**src/rtl/invsqrt_share_arb.sv**
```systemverilog
// Shares one in-order, fixed-latency inverse-square-root pipe among NUM_REQ requesters.
// Round-robin grant, in-order tag FIFO routes each result back to its issuer.
module invsqrt_share_arb #(
  parameter int NUM_REQ   = 4,
  parameter int TAG_DEPTH = 16,
  parameter int TAG_W     = 2
) (
  input  logic                         clk,
  input  logic                         rst_n,
  input  logic [NUM_REQ-1:0]           req_vld,
  input  logic [NUM_REQ*16-1:0]        req_x,
  output logic [NUM_REQ-1:0]           req_rdy,
  output logic [NUM_REQ-1:0]           rsp_vld,
  output logic [15:0]                  rsp_y,
  output logic [15:0]                  pipe_x,
  output logic                         pipe_x_vld,
  input  logic [15:0]                  pipe_y,
  input  logic                         pipe_y_vld,
  output logic [$clog2(TAG_DEPTH):0]   outstanding,
  output logic                         err_orphan
);

  localparam int PTR_W = $clog2(TAG_DEPTH);
  localparam int CNT_W = PTR_W + 1;

  // Handshake: requester i transfers in a cycle where req_vld[i] && req_rdy[i];
  // req_rdy may depend combinationally on req_vld, while req_vld must not depend on req_rdy.
  // rsp_vld and pipe_y_vld are pulses with no backpressure.

  logic               rst_rel;
  logic [TAG_W-1:0]   rr_ptr;
  logic [TAG_W-1:0]   gnt_idx;
  logic [TAG_W-1:0]   cand;
  logic               gnt_found;
  logic               full;
  logic               empty;
  logic               push;
  logic               pop;
  logic [PTR_W-1:0]   wr_ptr;
  logic [PTR_W-1:0]   rd_ptr;
  logic [TAG_W-1:0]   tag_mem [TAG_DEPTH];
  logic [TAG_W-1:0]   head_tag;

  assign full     = (outstanding == CNT_W'(TAG_DEPTH));
  assign empty    = (outstanding == '0);
  assign push     = rst_rel && !full && gnt_found;
  assign pop      = pipe_y_vld && !empty;
  assign head_tag = tag_mem[rd_ptr];

  // Round-robin search starting at rr_ptr, first valid requester wins.
  always_comb begin
    gnt_found = 1'b0;
    gnt_idx   = '0;
    cand      = '0;
    for (int k = 0; k < NUM_REQ; k++) begin
      cand = TAG_W'((int'(rr_ptr) + k) % NUM_REQ);
      if (!gnt_found && req_vld[cand]) begin
        gnt_found = 1'b1;
        gnt_idx   = cand;
      end
    end
  end

  // Full blocks the grant even when a pop would free a slot this cycle.
  always_comb begin
    req_rdy = '0;
    if (push) req_rdy[gnt_idx] = 1'b1;
  end

  // Holds off grants for the first cycle after reset release.
  always_ff @(posedge clk or negedge rst_n) begin
    if (!rst_n) rst_rel <= 1'b0;
    else        rst_rel <= 1'b1;
  end

  always_ff @(posedge clk or negedge rst_n) begin
    if (!rst_n) begin
      rr_ptr <= '0;
    end else if (push) begin
      rr_ptr <= TAG_W'((int'(gnt_idx) + 1) % NUM_REQ);
    end
  end

  always_ff @(posedge clk) begin
    if (push) tag_mem[wr_ptr] <= gnt_idx;
  end

  always_ff @(posedge clk or negedge rst_n) begin
    if (!rst_n) begin
      wr_ptr      <= '0;
      rd_ptr      <= '0;
      outstanding <= '0;
    end else begin
      if (push) wr_ptr <= wr_ptr + PTR_W'(1);
      if (pop)  rd_ptr <= rd_ptr + PTR_W'(1);
      case ({push, pop})
        2'b10:   outstanding <= outstanding + CNT_W'(1);
        2'b01:   outstanding <= outstanding - CNT_W'(1);
        default: outstanding <= outstanding;
      endcase
    end
  end

  always_ff @(posedge clk or negedge rst_n) begin
    if (!rst_n) begin
      pipe_x     <= '0;
      pipe_x_vld <= 1'b0;
    end else begin
      pipe_x_vld <= push;
      if (push) pipe_x <= req_x[int'(gnt_idx)*16 +: 16];
    end
  end

  // A result with nothing outstanding is dropped and flagged until reset.
  always_ff @(posedge clk or negedge rst_n) begin
    if (!rst_n) begin
      rsp_vld    <= '0;
      rsp_y      <= '0;
      err_orphan <= 1'b0;
    end else begin
      rsp_vld <= pop ? (NUM_REQ'(1) << head_tag) : '0;
      if (pop) rsp_y <= pipe_y;
      if (pipe_y_vld && empty) err_orphan <= 1'b1;
    end
  end

endmodule

```
**config.mk**
```make
export PLATFORM = sky130hd
export DESIGN_NAME = invsqrt_share_arb
export DESIGN_NICKNAME = d
export VERILOG_FILES = /design/src/rtl/invsqrt_share_arb.sv
export SDC_FILE = /design/constraint.sdc
export NUM_CORES = 1
export LEC_CHECK = 0
export BUFFER_PORTS_ARGS = -buffer_cell sky130_fd_sc_hd__buf_2
export CORE_ASPECT_RATIO = 0.75
export CORE_MARGIN = 1
export CORE_UTILIZATION = 25
export DETAILED_ROUTE_END_ITERATION = 7
export GPL_TIMING_DRIVEN = 1
export MAX_ROUTING_LAYER = met4
export PLACE_DENSITY_LB_ADDON = 0.2
export SLEW_MARGIN = 20
export SYNTH_ARGS = -nofsm -noshare
export SYNTH_HDL_FRONTEND = slang
export SYNTH_SLANG_ARGS = --single-unit
```
**constraint.sdc**
```tcl
create_clock -name clk -period 4.1 [get_ports clk]
set_input_delay 0.615 -clock clk [delete_from_list [all_inputs] [get_ports clk]]
set_output_delay 0.615 -clock clk [all_outputs]
set_load 0.005 [all_outputs]
```
==> results.md <==
- DIE HEIGHT: 113 um
- ANT nets after route: 0
- WL per Instance: 13.6 um
- Final wirelength: 9.31 mm
- Cts repair resizes: 0
- Core Region: 15,600 um2
- Leakage Power: 2.45 nW
- Layout cell share with drive strength beyond 1: 36.0%
- Storage cell area: 2310 um2
- Max VDD drop: 0.000252 V
- Final cycle utilization of the critical path: 76.8%
- Most frequent cell after synthesis: nand2_1
- Sink Count: 86
- Slew headroom: 52.6%
- Largest cells by area after synthesis: dfrtp_1 33%, edfxtp_1 24%, mux2i_1 8.1%
- Synth Register Bits: 86
- Measured slew at the worst slew-check pin: 710 ps
- Vias/cell: 4.37
- CTS Buf Count: 9
- Final Max Tran Viols: 0
- Post-synth top area cell: dfrtp_1
- Endpoints failing hold: 0
- Worst min path class: in2async
- Hold-fix buffers, CTS: 0
- Port buffer count: 133
- Critical Path Start Type: flip-flop
- DRC viols: 0
- Syn Inst Count: 343
- Finished Cell Area: 5250 um2
- Post-DP Area: 4950 um2
- Initial Utilization: 26.1%
- Min Tclk post-route: 3150 ps
- Worst skew pair latency: 340 ps
- Crit path arrival time: 3410 ps
- Max Fclk: 317 MHz
- Largest fanout on the critical path: 24
- Setup TNS: 0 ps
- Setup Crit Path Kind: reg2reg
- Fin nets: 572
- Post-Syn Area: 4070 um2
- Post-synth EDFFs: 32
- Synth async-reset ratio: 62.8%
- Iteration-0 DRC Markers: 126
- Overflow after GRT: 0
- Syn_area_per_cell: 11.9 um2
- First drt pass iteration count: 4
- Via count: 2,985
- Initial antenna violation count: 0
- Area growth from synthesis to layout: 28.9%
- Pin count of the biggest net entering global routing: 45
- Diodes inserted: 0
- Power per cell area: 632 nW/um2
- Area of the multi-input gates: 1650 um2
- I/O Pins: 134
- TritonCTS clock tree: done
- Worst-path clk slew: 70 ps
- Vias in the first global route: 3,032
- Finish-stage setup viols: 0
- CP endpoint kind: flip-flop
- RSZ-0062 raised after global routing: false
- Gr usage total: 12.1%
- Die X: 149 um
- Std-Cell Rows: 39
- H-tree levels: 3
- Post-placement cell count: 667
- Yosys cell types: 42
- Endpoint required time on the critical path: 4360 ps
- Max-cap violations: 0
- Main flop type after synthesis: dfrtp_1
- Die ar.: 16,800 um2
- Finished Layout Cells: 683
- Placer Congestion: 0.793
- Yosys synthesis warning count: 0
- Total power: 3.31 mW
- Net count after synthesis: 442
- Detail Placement HPWL: 6.86 mm
- Outcome: completed
- Sequential-to-total area share from yosys stat: 56.8%
- Clk_skew: 7.16 ps
- First-pass GRT wire length: 15.2 mm
- Filler cells: 1,568
- Top post-synthesis cells by count: 85 x nand2_1, 54 x dfrtp_1, 33 x mux2i_1
- CTS root buf: clkbuf_16
- Post-CTS Setup Repair Bufs: 0
- Top-area cell type share of the netlist area: 33.2%
- Clock buffer depth: 2
## cells in the final DEF (no fill, tap or decap), drive strengths merged
cell type and instances:
buf 137, nand2 87, dfrtp 54, mux2i 33, edfxtp 32, nor2 18
o221ai 17, inv 13, ha 12, mux4 10, clkbuf 10, xnor2 8
and2 5, nor3 5, xor2 4, a21oi 4, a21o 4, o21ai 4
nand2b 3, or4 2, nand4 2, nand3 2, nor3b 1, or3 1
nor4 1, nand3b 1, a2bb2oi 1, and3 1, a22oi 1, nor2b 1
mux2 1, a31oi 1, clkinv 1, conb 1
## state kept, by name (all words and copies together) (netlist names)
register and cells:
err_orphan 1, outstanding 5, pipe_x 16, pipe_x_vld 1, rd_ptr 4, rr_ptr 2, rsp_vld 4, rsp_y 16
rst_rel 1, tag_mem 32, wr_ptr 4
## area by class of cell
| type | instances | share of cell area (%) |
|---|---|---|
| well taps | 205 | 4.89 |
| flip-flops and latches | 86 | 44.1 |
| repair buffers | 137 | 13.3 |
| inverters | 8 | 0.573 |
| multi-input cells | 231 | 31.5 |
| clock inverters | 6 | 0.930 |
| clock buffers | 10 | 4.77 |
## final timing paths
check	endpoint	slack, ps	start	depth (start not counted)
hold / removal	rsp_y[14]$_DFFE_PN0P_	290	rst_n	1
min in group clk	err_orphan$_DFFE_PN0P_	460	err_orphan$_DFFE_PN0P_	1
setup / recovery	outstanding[4]$_DFFE_PN0P_	950	outstanding[1]$_DFFE_PN0P_	11
setup reg to reg	outstanding[4]$_DFFE_PN0P_	950	outstanding[1]$_DFFE_PN0P_	11
max in group asynchronous	wr_ptr[2]$_DFFE_PN0P_	2980	rst_n	2
hold reg to reg	err_orphan$_DFFE_PN0P_	460	err_orphan$_DFFE_PN0P_	1
## critical path: stages, from the launching register on
cell and delay, ps:
dfrtp_1 460, or4_1 590, o21ai_1 180, inv_1 340, ha_1 450, xor2_1 180
ha_1 230, a21o_1 130, nand2_1 50, a21o_1 160, a31oi_1 160, xor2_1 150
## power breakdown
| part | switching (mW) | internal, mW | total [mW] |
|---|---|---|---|
| registers | 0.235 | 1.16 | 1.39 |
| clock network | 0.354 | 0.458 | 0.812 |
| logic | 0.558 | 0.550 | 1.11 |
## metrics by stage
| step | utilization (%) | worst slack, ps | hold WS [ps] |
|---|---|---|---|
| after floorplan | - | 968 | 319 |
| after global placement | 31.8 | 1040 | 444 |
| after detailed placement | 31.8 | 959 | 457 |
| after CTS | 33.7 | 939 | 299 |
| after global routing | 33.7 | 668 | 328 |
| final | 33.7 | 950 | 290 |
## kinds of logic (layout without fill, tap and decap cells)
logic type	Yosys count	in the layout	synth area share [%]
AO/OA/AOI/OAI	32	32	5.93
XOR/XNOR	12	12	2.58
adder cells (fa/ha/maj)	12	12	3.69
buffers and inverters	26	161	3.04
flip-flops	86	86	56.8
multiplexers	44	44	13.9
other	1	1	0.0921
AND/OR/NAND/NOR	130	130	13.9
## routing by layer
metal / up-vias / global-route usage [%] / share of wire [%] / wire length [um]
met5: - / - / 0 / 0
met4: 0 / 3.27 / 0.95 / 88
met3: 8 / 3.41 / 6.2 / 579
met2: 108 / 17.6 / 44 / 4120
met1: 1404 / 16.3 / 49 / 4520
li1: 1465 / - / - / -
Power figures use the tool's default switching activity.
